### src/rtl/operand_fetch.sv
// Operand fetch stage: captures a decoded instruction, reads the register file,
// resolves writeback bypass and scoreboard hazards, then presents operands to execute.
module operand_fetch (
  input  logic        clk,
  input  logic        rst,
  input  logic        id_valid,
  output logic        id_ready,
  input  logic [4:0]  id_rs1,
  input  logic [4:0]  id_rs2,
  input  logic [4:0]  id_rd,
  input  logic        id_rd_wen,
  input  logic [31:0] id_imm,
  input  logic [31:0] id_pc,
  input  logic [31:0] id_ctrl,
  output logic [4:0]  rf_rs1,
  output logic [4:0]  rf_rs2,
  input  logic [31:0] rf_rs1_d,
  input  logic [31:0] rf_rs2_d,
  input  logic        wb_valid,
  input  logic [4:0]  wb_rd,
  input  logic [31:0] wb_data,
  output logic        ex_valid,
  input  logic        ex_ready,
  output logic [31:0] ex_op1,
  output logic [31:0] ex_op2,
  output logic [31:0] ex_imm,
  output logic [31:0] ex_pc,
  output logic [31:0] ex_ctrl,
  output logic [4:0]  ex_rd,
  output logic        ex_rd_wen
);

  localparam int unsigned XLEN = 32;
  localparam int unsigned RW   = 5;
  localparam int unsigned NREG = 32;

  typedef enum logic [1:0] {IDLE, RD, CHK, ISSUE} state_e;

  typedef struct packed {
    logic [RW-1:0]   rs1;
    logic [RW-1:0]   rs2;
    logic [RW-1:0]   rd;
    logic            rd_wen;
    logic [XLEN-1:0] imm;
    logic [XLEN-1:0] pc;
    logic [XLEN-1:0] ctrl;
  } instr_t;

  typedef struct packed {
    logic [XLEN-1:0] op1;
    logic [XLEN-1:0] op2;
    logic [XLEN-1:0] imm;
    logic [XLEN-1:0] pc;
    logic [XLEN-1:0] ctrl;
    logic [RW-1:0]   rd;
    logic            rd_wen;
  } ex_t;

  state_e          state_q, state_d;
  instr_t          ins_q, ins_d;
  ex_t             ex_q, ex_d;
  logic            ex_valid_q, ex_valid_d;
  logic [NREG-1:0] busy_q, busy_d;
  logic            byp1_q, byp1_d, byp2_q, byp2_d;
  logic [XLEN-1:0] byp1_data_q, byp1_data_d, byp2_data_q, byp2_data_d;

  logic            wb_hit;
  logic            wb_rs1, wb_rs2, wb_rdm;
  logic            hazard;
  logic            capture;
  logic [XLEN-1:0] op1, op2;

  // Writeback to x0 is invisible to both the scoreboard and the bypass path.
  always_comb begin
    wb_hit = wb_valid && (wb_rd != RW'(0));
    wb_rs1 = wb_hit && (wb_rd == ins_q.rs1);
    wb_rs2 = wb_hit && (wb_rd == ins_q.rs2);
    wb_rdm = wb_hit && (wb_rd == ins_q.rd);
  end

  // Operand select: x0, then data latched during RD, then live writeback, then regfile.
  always_comb begin
    if (ins_q.rs1 == RW'(0))  op1 = '0;
    else if (byp1_q)          op1 = byp1_data_q;
    else if (wb_rs1)          op1 = wb_data;
    else                      op1 = rf_rs1_d;

    if (ins_q.rs2 == RW'(0))  op2 = '0;
    else if (byp2_q)          op2 = byp2_data_q;
    else if (wb_rs2)          op2 = wb_data;
    else                      op2 = rf_rs2_d;

    hazard = (busy_q[ins_q.rs1] && !wb_rs1) ||
             (busy_q[ins_q.rs2] && !wb_rs2) ||
             (ins_q.rd_wen && busy_q[ins_q.rd] && !wb_rdm);
  end

  always_comb begin
    state_d     = state_q;
    ins_d       = ins_q;
    ex_d        = ex_q;
    ex_valid_d  = ex_valid_q;
    busy_d      = busy_q;
    byp1_d      = byp1_q;
    byp2_d      = byp2_q;
    byp1_data_d = byp1_data_q;
    byp2_data_d = byp2_data_q;
    id_ready    = 1'b0;
    capture     = 1'b0;

    if (wb_hit) busy_d[wb_rd] = 1'b0;

    case (state_q)
      IDLE: begin
        id_ready = 1'b1;
        if (id_valid) begin
          capture = 1'b1;
          state_d = RD;
        end
      end
      RD: begin
        byp1_d = wb_rs1;
        byp2_d = wb_rs2;
        if (wb_rs1) byp1_data_d = wb_data;
        if (wb_rs2) byp2_data_d = wb_data;
        state_d = CHK;
      end
      CHK: begin
        if (hazard) begin
          state_d = RD;
        end else begin
          ex_d.op1    = op1;
          ex_d.op2    = op2;
          ex_d.imm    = ins_q.imm;
          ex_d.pc     = ins_q.pc;
          ex_d.ctrl   = ins_q.ctrl;
          ex_d.rd     = ins_q.rd;
          ex_d.rd_wen = ins_q.rd_wen;
          ex_valid_d  = 1'b1;
          // Set after the writeback clear so a same-cycle set/clear leaves it set.
          if (ins_q.rd_wen && (ins_q.rd != RW'(0))) busy_d[ins_q.rd] = 1'b1;
          state_d = ISSUE;
        end
      end
      ISSUE: begin
        id_ready = ex_ready;
        if (ex_ready) begin
          ex_valid_d = 1'b0;
          if (id_valid) begin
            capture = 1'b1;
            state_d = RD;
          end else begin
            state_d = IDLE;
          end
        end
      end
      default: state_d = IDLE;
    endcase

    if (capture) begin
      ins_d.rs1    = id_rs1;
      ins_d.rs2    = id_rs2;
      ins_d.rd     = id_rd;
      ins_d.rd_wen = id_rd_wen;
      ins_d.imm    = id_imm;
      ins_d.pc     = id_pc;
      ins_d.ctrl   = id_ctrl;
      byp1_d       = 1'b0;
      byp2_d       = 1'b0;
    end

    busy_d[0] = 1'b0;
    if (rst) id_ready = 1'b0;
  end

  always_ff @(posedge clk) begin
    if (rst) begin
      state_q     <= IDLE;
      ins_q       <= '0;
      ex_q        <= '0;
      ex_valid_q  <= 1'b0;
      busy_q      <= '0;
      byp1_q      <= 1'b0;
      byp2_q      <= 1'b0;
      byp1_data_q <= '0;
      byp2_data_q <= '0;
    end else begin
      state_q     <= state_d;
      ins_q       <= ins_d;
      ex_q        <= ex_d;
      ex_valid_q  <= ex_valid_d;
      busy_q      <= busy_d;
      byp1_q      <= byp1_d;
      byp2_q      <= byp2_d;
      byp1_data_q <= byp1_data_d;
      byp2_data_q <= byp2_data_d;
    end
  end

  assign rf_rs1    = ins_q.rs1;
  assign rf_rs2    = ins_q.rs2;
  assign ex_valid  = ex_valid_q;
  assign ex_op1    = ex_q.op1;
  assign ex_op2    = ex_q.op2;
  assign ex_imm    = ex_q.imm;
  assign ex_pc     = ex_q.pc;
  assign ex_ctrl   = ex_q.ctrl;
  assign ex_rd     = ex_q.rd;
  assign ex_rd_wen = ex_q.rd_wen;

endmodule

### config.mk
export PLATFORM = sky130hd
export DESIGN_NAME = operand_fetch
export DESIGN_NICKNAME = d
export VERILOG_FILES = /design/src/rtl/operand_fetch.sv
export SDC_FILE = /design/constraint.sdc
export NUM_CORES = 1
export LEC_CHECK = 0
export CORE_ASPECT_RATIO = 1.75
export CORE_MARGIN = 4
export CORE_UTILIZATION = 40
export CTS_CLUSTER_DIAMETER = 80
export DETAILED_ROUTE_END_ITERATION = 16
export PLACE_DENSITY = 0.67
export SYNTH_ARGS = -nofsm -noshare
export SYNTH_HDL_FRONTEND = slang
export SYNTH_SLANG_ARGS = --single-unit
### constraint.sdc
create_clock -name clk -period 4.9 [get_ports clk]
set_clock_uncertainty 0.05 [all_clocks]
set_input_delay 1.47 -clock clk [delete_from_list [all_inputs] [get_ports clk]]
set_output_delay 1.47 -clock clk [all_outputs]
set_load 0.05 [all_outputs]
==> reports/metrics.cfg <==
[status]
status = finished clean

[yosys]
synthCells = 1931
synth.avg_cell_area_sq_um = 8.475
yosysTopAreaCell = dfxtp_1
yosysSeqAreaShare = 0.4624
synth-edff-count = 0
syn_area_sq_um = 16370
synth-seq-cells = 378
synth_top_area_share = 0.4624
synth_nets = 2154
ys.flop_type = dfxtp_1
ys_top_cells_by_area = dfxtp_1 46%, mux2i_1 11%, nand2_1 10%
ys_async_sr_fraction = 0
synth_cell_types = 50
yosysWarnings = 0

[clock_tree]
clock_latency_ps = 540
postCtsSetupRepairBufs = 0
clk_pin_slew_worst_paths_ps = 60
h-tree-depth = 2
numCtsBuffers = 38
clock_path_buffers = 3
cts_tree = done
cts_hold_buf = 0
cts.sinks = 378
cts_resized = 0
cts-root-buf = clkbuf_16

[sta]
worst_pin_slew_ps = 1138
finalSetupViolCount = 0
timing.final.ws_setup_ps = 638.7
drv_slew = 0
rsz0062_at_grt = false
fin_setup_tns_ps = 0
fin_crit_ps = 4261
timing.fmax_ghz = 0.2347
period_share = 0.8697
final-hold-violation-count = 0
max-slew-margin-rel = 0.2416

[route]
vias_per_cell = 5.180
wl_per_cell_um = 18.46
top_layer_used = met4
dr.pass1.iters = 5
drcViolationCount = 0
wl_met2_um = 26760
vias = 14458
drt-initial-drc-count = 781
wirelength_met1_um = 18540
met3WireLength_um = 3816
wirelength_um = 51530
drtAntennaViolNets = 0

[pwr]
peakVddDrop_mv = 0.3230
total_power_mw = 9.497
powerDensity_nw_per_um2 = 436.9
leakage_nw = 7.804

[critical_path]
startpoint = ex_ready
cp_max_fo = 3
crit-reg2reg-capture = busy_q[9]
cp_top_family = buffers and inverters
reg2reg_slack_ps = 1150
required_ps = 3380
r2r-start = ins_q[97]
ff2ff_path_depth = 8
cp_cell_sequence = clkdlybuf4s50_1 > a21oi_1 > nor3_1 > buf_4
path_buf_inv = 2
endpoint = id_ready
crit_type = input port to output pin
cp_slowest_stage_delay_ps = 500
cp-end-kind = output pin
cp_num_cells = 4
cp-start-kind = input port
crit_slowest_cell = clkdlybuf4s50_1
crit_arrival_ps = 2740

[place]
gp_congestion = 0.9328
post-dp-hpwl_um = 35480
io_buffer_count = 395
place_area_sq_um = 20480
post-place-ws_ps = 285.2

[floorplanning]
ioPinCount = 396
core.rowCount = 97
fp.dieH_um = 275.6
dieArea_sq_um = 44340
initial_core_util = 0.4062
core_area_sq_um = 40290
die_x_um = 160.9

[finish]
drive_above_1_share = 0.05575
syn_to_final_growth_pct = 32.83
num-nets-final = 2442
fin_util = 0.5395
finalInstanceArea_sq_um = 21740

[job]
drv_cap = 0

[global_route]
grt_usage = 0.2216
antenna_found_initial = 7
grt-ovfl-total = 0
grt_pass1_wl_um = 79410
first_global_vias = 14293
grt_max_degree = 244

[worst_hold_path]
hold_path.class = flip-flop to flip-flop

## cells in the final DEF (no fill, tap or decap), types with 4 or more instances in the layout
master	n
clkdlybuf4s50_1	393
nand3_1	72
o21a_1	11
diode_2	5
nor2b_1	6
clkbuf_1	6
mux4_2	21
nand2b_1	10
clkbuf_16	39
buf_12	10
xnor2_1	9
nor2_1	125
o21ai_0	96
nand3b_1	85
clkinv_2	5
xor2_1	6
a21oi_1	265
ha_1	4
clkbuf_8	6
mux2i_1	174
buf_4	20
inv_1	7
dfxtp_1	376
nand2_1	443
## worst register-to-register path, cell delays in order, from the launching register on
cell	delay (ps)
dfxtp_1	860
mux4_2	610
mux2i_1	240
o22ai_1	140
o311ai_2	400
o2111ai_4	400
buf_12	350
nand3b_1	420
a21oi_1	200
## metrics by stage
step	instances	hold slack, ps
finish	2791	402.6
global placement	2723	391.1
global route	2789	418.7
detailed placement	2723	395.8
floorplan	1931	385.7
CTS	2786	404.4
## cell usage after synthesis, types with 11 or more instances
cell type and instances:
buf_4 13, nand2_1 443, o21ai_0 96, buf_1 13
nor2_1 125, buf_6 20, nand3b_1 85, nand3_1 72
mux2i_1 174, a21oi_1 265, dfxtp_1 378, o21a_1 11
clkbuf_1 118, mux4_2 21
## worst min-delay path by stage
stage                               start              end  slack, ps  cells past startpoint
after detailed placement        ins_q[61]        ins_q[61]        400                      2
after CTS                        ins_q[1]         ins_q[1]        400                      2
after floorplan                  ins_q[0]         ins_q[0]        390                      2
after global placement          ins_q[25]        ins_q[25]        390                      2
final                     byp1_data_q[17]  byp1_data_q[17]        400                      2
after global routing      byp2_data_q[16]  byp2_data_q[16]        420                      2
## where the power goes
part | switching [mW] | internal [mW]
Clock | 1.22 | 1.71
Combinational | 1.81 | 1.07
Sequential | 0.292 | 3.40
Total | 3.32 | 6.18
## state kept, by name, summed over array words and instances (netlist names)
signal / cells
ex_pc: 32
busy_q: 31
ex_op1: 32
ex_ctrl: 32
ex_op2: 32
byp1_q: 1
ex_valid: 1
ex_imm: 32
ex_rd: 5
ins_q: 102
ex_rd_wen: 1
byp2_data_q: 32
state_q: 2
byp2_q: 1
rf_rs2: 5
rf_rs1: 5
byp1_data_q: 32
## area by class of cell
type                       instances  area [sq um]
antenna                            5         12.51
clock buffer                      51          1081
clock inverter                    12         160.2
fill                            3820         18560
inverter                           7         26.28
multi-input combinational       1370          7909
sequential                       378          7570
tap                              544         680.7
timing repair buffer             424          4299
## cell families (layout without fill, tap and decap cells)
family,Yosys count,in the layout,synth area share
xor+xnor,15,15,0.008028
fa+ha+maj,5,5,0.003823
buf+inv,183,494,0.05658
simple gates,759,759,0.2044
flops,378,378,0.4624
mux,198,198,0.1374
compound gates,393,393,0.1274
other cells,0,5,0
## routing by layer
metal,vias to the layer above,GRT usage
met1,6741,0.2346
li1,7101,-
met3,118,0.06260
met2,498,0.4065
met5,-,0
met4,0,0.1011
Note: power is estimated with default switching activity, not from simulation.
